**config.mk**
```make
export PLATFORM = sky130hd
export DESIGN_NAME = pipe_stage_reg_flat
export DESIGN_NICKNAME = d
export VERILOG_FILES = /design/src/rtl/pipe_stage_reg_if.sv /design/src/rtl/pipe_stage_reg.sv /design/src/flat_wrapper.sv
export SDC_FILE = /design/constraint.sdc
export NUM_CORES = 1
export LEC_CHECK = 0
export ABC_AREA = 0
export CAP_MARGIN = 10
export CORE_MARGIN = 1
export CORE_UTILIZATION = 65
export CTS_BUF_LIST = sky130_fd_sc_hd__clkbuf_8
export CTS_CLUSTER_DIAMETER = 100
export DETAILED_ROUTE_END_ITERATION = 10
export DONT_BUFFER_PORTS = 1
export PLACE_DENSITY_LB_ADDON = 0.05
export SLEW_MARGIN = 40
export SYNTH_ARGS = -nofsm -noshare
export SYNTH_HDL_FRONTEND = slang
export SYNTH_SLANG_ARGS = --single-unit
```
**constraint.sdc**
```tcl
create_clock -name clk -period 1.9 [get_ports clk]
set_input_delay 0.19 -clock clk [delete_from_list [all_inputs] [get_ports clk]]
set_output_delay 0.19 -clock clk [all_outputs]
set_load 0.02 [all_outputs]
```
**src/rtl/pipe_stage_reg_if.sv**
```systemverilog
// Signal bundle between a pipeline stage and its inter-stage register.
// The upstream side drives the *_i fields and reads back the registered *_o fields.
interface pipe_stage_reg_if #(
  parameter int DATA_W = 32,
  parameter int PC_W   = 32,
  parameter int A_W    = 5,
  parameter int TNEW_W = 2,
  parameter int CNT_W  = 16
);
  logic              stall_i;
  logic              flush_i;
  logic              valid_i;
  logic [PC_W-1:0]   pc_i;
  logic [DATA_W-1:0] data_i;
  logic [A_W-1:0]    a2_i;
  logic [A_W-1:0]    a3_i;
  logic              reg_we_i;
  logic              mem_we_i;
  logic [TNEW_W-1:0] tnew_i;

  logic              valid_o;
  logic [PC_W-1:0]   pc_o;
  logic [DATA_W-1:0] data_o;
  logic [A_W-1:0]    a2_o;
  logic [A_W-1:0]    a3_o;
  logic              reg_we_o;
  logic              mem_we_o;
  logic [TNEW_W-1:0] tnew_o;
  logic              fwd_ready_o;
  logic [CNT_W-1:0]  bubble_cnt_o;

  modport master (
    output stall_i, flush_i, valid_i, pc_i, data_i, a2_i, a3_i, reg_we_i, mem_we_i, tnew_i,
    input  valid_o, pc_o, data_o, a2_o, a3_o, reg_we_o, mem_we_o, tnew_o, fwd_ready_o, bubble_cnt_o
  );

  modport slave (
    input  stall_i, flush_i, valid_i, pc_i, data_i, a2_i, a3_i, reg_we_i, mem_we_i, tnew_i,
    output valid_o, pc_o, data_o, a2_o, a3_o, reg_we_o, mem_we_o, tnew_o, fwd_ready_o, bubble_cnt_o
  );
endinterface

```
**src/rtl/pipe_stage_reg.sv**
```systemverilog
// Inter-stage pipeline register with hold, bubble insertion, a Tnew countdown that
// keeps maturing while held, a registered forwarding-ready flag and a bubble counter.
module pipe_stage_reg #(
  parameter int DATA_W           = 32,
  parameter int PC_W             = 32,
  parameter int A_W              = 5,
  parameter int TNEW_W           = 2,
  parameter bit KEEP_PC_ON_FLUSH = 1'b1,
  parameter int CNT_W            = 16
) (
  input  logic           clk,
  input  logic           reset,
  pipe_stage_reg_if.slave bus
);

  typedef enum logic [1:0] {
    OP_LOAD  = 2'd0,
    OP_STALL = 2'd1,
    OP_FLUSH = 2'd2
  } op_e;

  function automatic logic [TNEW_W-1:0] sat_dec(input logic [TNEW_W-1:0] x);
    logic [TNEW_W-1:0] r;
    if (x == {TNEW_W{1'b0}}) begin
      r = {TNEW_W{1'b0}};
    end else begin
      r = x - TNEW_W'(1);
    end
    return r;
  endfunction

  function automatic logic [CNT_W-1:0] sat_inc(input logic [CNT_W-1:0] x);
    logic [CNT_W-1:0] r;
    if (x == {CNT_W{1'b1}}) begin
      r = x;
    end else begin
      r = x + CNT_W'(1);
    end
    return r;
  endfunction

  op_e               op_s;
  logic              bubble_s;

  logic              valid_r,      valid_s;
  logic [PC_W-1:0]   pc_r,         pc_s;
  logic [DATA_W-1:0] data_r,       data_s;
  logic [A_W-1:0]    a2_r,         a2_s;
  logic [A_W-1:0]    a3_r,         a3_s;
  logic              reg_we_r,     reg_we_s;
  logic              mem_we_r,     mem_we_s;
  logic [TNEW_W-1:0] tnew_r,       tnew_s;
  logic              fwd_ready_r,  fwd_ready_s;
  logic [CNT_W-1:0]  bubble_cnt_r, bubble_cnt_s;

  // Operation select: flush wins over stall, stall wins over load.
  always_comb begin
    op_s = OP_LOAD;
    if (bus.flush_i) begin
      op_s = OP_FLUSH;
    end else if (bus.stall_i) begin
      op_s = OP_STALL;
    end else begin
      op_s = OP_LOAD;
    end
  end

  // Next-state computation for every stored field.
  always_comb begin
    valid_s  = valid_r;
    pc_s     = pc_r;
    data_s   = data_r;
    a2_s     = a2_r;
    a3_s     = a3_r;
    reg_we_s = reg_we_r;
    mem_we_s = mem_we_r;
    tnew_s   = tnew_r;
    bubble_s = 1'b0;

    case (op_s)
      OP_FLUSH: begin
        valid_s  = 1'b0;
        data_s   = {DATA_W{1'b0}};
        a2_s     = {A_W{1'b0}};
        a3_s     = {A_W{1'b0}};
        reg_we_s = 1'b0;
        mem_we_s = 1'b0;
        tnew_s   = {TNEW_W{1'b0}};
        bubble_s = 1'b1;
        if (KEEP_PC_ON_FLUSH) begin
          pc_s = bus.pc_i;
        end else begin
          pc_s = {PC_W{1'b0}};
        end
      end
      OP_STALL: begin
        // A held result keeps counting down toward availability.
        tnew_s = sat_dec(tnew_r);
      end
      OP_LOAD: begin
        valid_s  = bus.valid_i;
        pc_s     = bus.pc_i;
        data_s   = bus.data_i;
        a2_s     = bus.a2_i;
        a3_s     = bus.a3_i;
        reg_we_s = bus.reg_we_i & bus.valid_i;
        mem_we_s = bus.mem_we_i & bus.valid_i;
        tnew_s   = sat_dec(bus.tnew_i);
        bubble_s = ~bus.valid_i;
      end
      default: begin
        valid_s  = valid_r;
        tnew_s   = tnew_r;
        bubble_s = 1'b0;
      end
    endcase
  end

  // Forwarding flag and bubble count derived from the next-state fields so both register cleanly.
  always_comb begin
    fwd_ready_s = valid_s & reg_we_s & (a3_s != {A_W{1'b0}}) & (tnew_s == {TNEW_W{1'b0}});
    if (bubble_s) begin
      bubble_cnt_s = sat_inc(bubble_cnt_r);
    end else begin
      bubble_cnt_s = bubble_cnt_r;
    end
  end

  // State register with asynchronous active-low clear.
  always_ff @(posedge clk or negedge reset) begin
    if (!reset) begin
      valid_r      <= 1'b0;
      pc_r         <= {PC_W{1'b0}};
      data_r       <= {DATA_W{1'b0}};
      a2_r         <= {A_W{1'b0}};
      a3_r         <= {A_W{1'b0}};
      reg_we_r     <= 1'b0;
      mem_we_r     <= 1'b0;
      tnew_r       <= {TNEW_W{1'b0}};
      fwd_ready_r  <= 1'b0;
      bubble_cnt_r <= {CNT_W{1'b0}};
    end else begin
      valid_r      <= valid_s;
      pc_r         <= pc_s;
      data_r       <= data_s;
      a2_r         <= a2_s;
      a3_r         <= a3_s;
      reg_we_r     <= reg_we_s;
      mem_we_r     <= mem_we_s;
      tnew_r       <= tnew_s;
      fwd_ready_r  <= fwd_ready_s;
      bubble_cnt_r <= bubble_cnt_s;
    end
  end

  assign bus.valid_o      = valid_r;
  assign bus.pc_o         = pc_r;
  assign bus.data_o       = data_r;
  assign bus.a2_o         = a2_r;
  assign bus.a3_o         = a3_r;
  assign bus.reg_we_o     = reg_we_r;
  assign bus.mem_we_o     = mem_we_r;
  assign bus.tnew_o       = tnew_r;
  assign bus.fwd_ready_o  = fwd_ready_r;
  assign bus.bubble_cnt_o = bubble_cnt_r;

endmodule
```
**src/flat_wrapper.sv**
```systemverilog
// flat-port wrapper written by rule: the top's interface ports become plain ports
module pipe_stage_reg_flat 
#(
  parameter int DATA_W           = 32,
  parameter int PC_W             = 32,
  parameter int A_W              = 5,
  parameter int TNEW_W           = 2,
  parameter bit KEEP_PC_ON_FLUSH = 1'b1,
  parameter int CNT_W            = 16
)
  (clk, reset, bus_stall_i, bus_flush_i, bus_valid_i, bus_pc_i, bus_data_i, bus_a2_i, bus_a3_i, bus_reg_we_i, bus_mem_we_i, bus_tnew_i, bus_valid_o, bus_pc_o, bus_data_o, bus_a2_o, bus_a3_o, bus_reg_we_o, bus_mem_we_o, bus_tnew_o, bus_fwd_ready_o, bus_bubble_cnt_o);
  pipe_stage_reg_if #(.DATA_W(DATA_W), .PC_W(PC_W), .A_W(A_W), .TNEW_W(TNEW_W), .CNT_W(CNT_W)) bus_i ();
  input  logic clk;
  input  logic reset;
  input wire logic [$bits(bus_i.stall_i)-1:0] bus_stall_i;
  input wire logic [$bits(bus_i.flush_i)-1:0] bus_flush_i;
  input wire logic [$bits(bus_i.valid_i)-1:0] bus_valid_i;
  input wire logic [$bits(bus_i.pc_i)-1:0] bus_pc_i;
  input wire logic [$bits(bus_i.data_i)-1:0] bus_data_i;
  input wire logic [$bits(bus_i.a2_i)-1:0] bus_a2_i;
  input wire logic [$bits(bus_i.a3_i)-1:0] bus_a3_i;
  input wire logic [$bits(bus_i.reg_we_i)-1:0] bus_reg_we_i;
  input wire logic [$bits(bus_i.mem_we_i)-1:0] bus_mem_we_i;
  input wire logic [$bits(bus_i.tnew_i)-1:0] bus_tnew_i;
  output wire logic [$bits(bus_i.valid_o)-1:0] bus_valid_o;
  output wire logic [$bits(bus_i.pc_o)-1:0] bus_pc_o;
  output wire logic [$bits(bus_i.data_o)-1:0] bus_data_o;
  output wire logic [$bits(bus_i.a2_o)-1:0] bus_a2_o;
  output wire logic [$bits(bus_i.a3_o)-1:0] bus_a3_o;
  output wire logic [$bits(bus_i.reg_we_o)-1:0] bus_reg_we_o;
  output wire logic [$bits(bus_i.mem_we_o)-1:0] bus_mem_we_o;
  output wire logic [$bits(bus_i.tnew_o)-1:0] bus_tnew_o;
  output wire logic [$bits(bus_i.fwd_ready_o)-1:0] bus_fwd_ready_o;
  output wire logic [$bits(bus_i.bubble_cnt_o)-1:0] bus_bubble_cnt_o;
  assign bus_i.stall_i = bus_stall_i;
  assign bus_i.flush_i = bus_flush_i;
  assign bus_i.valid_i = bus_valid_i;
  assign bus_i.pc_i = bus_pc_i;
  assign bus_i.data_i = bus_data_i;
  assign bus_i.a2_i = bus_a2_i;
  assign bus_i.a3_i = bus_a3_i;
  assign bus_i.reg_we_i = bus_reg_we_i;
  assign bus_i.mem_we_i = bus_mem_we_i;
  assign bus_i.tnew_i = bus_tnew_i;
  assign bus_valid_o = bus_i.valid_o;
  assign bus_pc_o = bus_i.pc_o;
  assign bus_data_o = bus_i.data_o;
  assign bus_a2_o = bus_i.a2_o;
  assign bus_a3_o = bus_i.a3_o;
  assign bus_reg_we_o = bus_i.reg_we_o;
  assign bus_mem_we_o = bus_i.mem_we_o;
  assign bus_tnew_o = bus_i.tnew_o;
  assign bus_fwd_ready_o = bus_i.fwd_ready_o;
  assign bus_bubble_cnt_o = bus_i.bubble_cnt_o;
  pipe_stage_reg #(.DATA_W(DATA_W), .PC_W(PC_W), .A_W(A_W), .TNEW_W(TNEW_W), .KEEP_PC_ON_FLUSH(KEEP_PC_ON_FLUSH), .CNT_W(CNT_W)) u_core (.clk(clk), .reset(reset), .bus(bus_i));
endmodule
```
==> metrics.md <==
| Metric | Value |
|---|---|
| Status | complete, but fails checks |
| Failing checks | hold timing |
| Leakage | 2.25 nW |
| Sequential fraction of the synthesis area | 0.610 |
| Setup TNS | 0 ps |
| Hold Path Class | in -> async |
| Critical path startpoint category | flop |
| Tmin final | 1770 ps |
| Clk sinks | 96 |
| Avg WL per Cell | 20.5 um |
| Synthesized area per cell | 13.1 um2 |
| Placeable Area | 5680 um2 |
| Dpl cells | 372 |
| Initial antenna violation count | 0 |
| GR Util All Layers | 0.290 |
| Share of cells above drive strength 1 | 0.184 |
| Clock root cell | clkbuf_8 |
| Post-synth EDFFs | 0 |
| Die Width | 79.8 um |
| Max transition margin | 0.736 |
| Vias per cell | 5.97 |
| Fin area | 4810 um2 |
| CTS HTree Levels | 3 |
| CP max FO | 5 |
| Clock insertion delay at the later pin of the skew report | 350 ps |
| Critical path data required time | 2140 ps |
| Total Nets Final | 449 |
| Final slew viol count | 0 |
| Final Instance Count excl. Fillers | 441 |
| TritonCTS buffer count | 9 |
| Postcts setup bufs | 0 |
| Worst VDD drop | 0.758 mV |
| Fin util | 0.848 |
| CTS tree | built |
| Post-Syn Area | 3940 um2 |
| Max-cap viol count | 0 |
| CP Capture Type | flop |
| Crit. Startpoint | u_core.bus.bubble_cnt_o[1]$_DFFE_PN0P_ |
| Synth cell types | 33 |
| Final Setup Violations | 0 |
| 1st-iter DRT viols | 154 |
| Synth async-reset ratio | 1.00 |
| Most frequently used flop master after synthesis | dfrtp_1 |
| Largest net degree at the start of global routing | 97 |
| Area growth syn-to-layout | 22.2% |
| Die Height | 79.8 um |
| Worst reg2reg path endpoint | u_core.bus.bubble_cnt_o[1]$_DFFE_PN0P_ |
| Row cnt | 27 |
| Count of boundary I/O pins | 179 |
| Post-synthesis sequential element count | 96 |
| Slew of the pin with the lowest slew margin | 396 ps |
| 1st-pass router iterations | 4 |
| Post-Syn Nets | 385 |
| Hold buffer count at CTS | 54 |
| Post-cts resize count | 0 |
| WP data arrival | 2010 ps |
| Vias after detailed routing | 2634 |
| Antenna fix cells | 0 |
| Vias in the first global route | 2769 |
| Worst r2r src | u_core.bus.bubble_cnt_o[1]$_DFFE_PN0P_ |
| Cells after synthesis | 301 |
| Initial core utilization | 0.694 |
| Crit path to | u_core.bus.bubble_cnt_o[1]$_DFFE_PN0P_ |
| Max Clock Freq | 0.565 GHz |
| RSZ-0062 raised after global routing | no |
| Drc violations | 0 |
| Placed cell area | 4050 um2 |
| Longest Clk Path Bufs | 2 |
| Hold violation count in the final report | 97 |
| Worst reg2reg setup slack | 130 ps |
| PwrDens | 994 nW/um2 |
| Total gr overflow | 0 |
| Fin crit share | 0.932 |
| Max Clock Skew | 6.06 ps |
| Worst R2R Path Depth | 5 |
| CP Class | reg -> reg |
| First-pass GRT wire length | 13600 um |
| Hpwl dp | 5470 um |
| Die area | 6380 um2 |
| Clk slew on worst S/H paths | 100 ps |
| YS warnings | 0 |
| Hold slack | -485 ps |
| Drt total wl | 9040 um |
| Gpl congestion | 0.833 |
| Antenna violation net count after detailed routing | 0 |
| IO buf count | 0 |
-- critical path, stage by stage (launching register included) --
cell and delay, ps:
dfrtp_1 360, ha_1 250, nand4_2 190, nor4_4 440, nor2_2 110, mux2_4 310
-- sequential cells by signal, summed over array words and instances, names as in the netlist --
| signal | flops |
|---|---|
| u_core.bus.mem_we_o | 1 |
| u_core.bus.a2_o | 5 |
| u_core.bus.pc_o | 32 |
| u_core.bus.data_o | 32 |
| u_core.bus.reg_we_o | 1 |
| u_core.bus.a3_o | 5 |
| u_core.bus.valid_o | 1 |
| u_core.bus.bubble_cnt_o | 16 |
| u_core.bus.fwd_ready_o | 1 |
| u_core.bus.tnew_o | 2 |
-- kinds of logic (layout without fill, tap and decap cells) --
logic type               after synthesis  in the layout  share of synthesized area
AND/OR/NAND/NOR                       90             90                      0.117
adder cells (fa/ha/maj)                1              1                    0.00318
flip-flops                            96             96                      0.610
XOR/XNOR                              13             13                     0.0289
multiplexers                          76             76                      0.205
buffers and inverters                 15             83                     0.0210
AO/OA/AOI/OAI                         10             10                     0.0152
-- routing by layer --
layer | vias to the layer above | global-route usage | wire, um
met2 | 143 | 0.481 | 4540
met5 | - | 0 | 0
met4 | 0 | 0.129 | 247
li1 | 1169 | - | -
met3 | 23 | 0.105 | 1000
met1 | 1299 | 0.337 | 3250
-- stage by stage --
stage / power (W) / hold WS (ps) / setup slack [ps]
floorplan: 0.00307 / -106 / 113
global placement: 0.00325 / -104 / 219
detailed placement: 0.00328 / -103 / 155
CTS: 0.00477 / -487 / 139
global route: 0.00495 / -500 / 22.3
finish: 0.00478 / -485 / 129
-- area by class of cell --
type / instances / area [um2]
flip-flops and latches: 96 / 2400
fillers: 290 / 862
clock inverters: 6 / 85.1
well taps: 72 / 90.1
repair buffers: 68 / 656
clock buffers: 9 / 124
multi-input cells: 190 / 1460
-- synthesized netlist by cell type (all sizes together), types with 3 or more instances --
master | n | area, um2
nor2 | 49 | 186
buf | 10 | 63.8
nor3 | 5 | 36.3
xnor2 | 10 | 87.6
nand4 | 7 | 50.1
nand3 | 8 | 40.0
nand2 | 5 | 18.8
mux2 | 33 | 375
a21oi | 4 | 20.0
clkbuf | 5 | 18.8
mux2i | 43 | 430
a31oi | 4 | 25.0
dfrtp | 96 | 2400
xor2 | 3 | 26.3
nand3b | 4 | 30.0
-- worst min-delay path by stage --
stage	from	to
2_1_floorplan	reset	u_core.bus.a2_o[0]$_DFFE_PN0N_
3_3_place_gp	reset	u_core.bus.data_o[25]$_DFFE_PN0N_
3_5_place_dp	reset	u_core.bus.data_o[21]$_DFFE_PN0N_
4_1_cts	reset	u_core.bus.data_o[31]$_DFFE_PN0N_
5_1_grt	reset	u_core.bus.a2_o[4]$_DFFE_PN0N_
6_report	reset	u_core.bus.a2_o[4]$_DFFE_PN0N_
-- where the power goes --
group	internal (W)	switching (W)	leakage, nW
clock	0.000735	0.000689	0.112
combinational	0.000403	0.000440	0.917
sequential	0.00224	0.000279	1.22
-- cells in the final DEF (no fill, tap or decap) --
cell / count
dfrtp_1: 96
dlygate4sd3_1: 53
nor2_1: 48
mux2i_1: 43
mux2_2: 31
buf_4: 14
xnor2_1: 10
clkbuf_8: 9
nand3_1: 8
nand4_1: 6
nand2_1: 5
nand3b_1: 4
a21oi_1: 4
a31oi_1: 4
nor3_1: 4
xor2_1: 3
and4_1: 2
and2_1: 2
and3_1: 2
bufinv_16: 2
clkinv_2: 2
or3b_2: 1
nor4_1: 1
nor2b_2: 1
o21ba_2: 1
nand4_2: 1
nor3_4: 1
nor4_4: 1
nand4b_1: 1
o21ai_0: 1
nor2_2: 1
nor2b_1: 1
mux2_4: 1
mux2_1: 1
ha_1: 1
inv_8: 1
inv_1: 1
buf_12: 1
No activity file was read; power rests on OpenSTA's default activity.
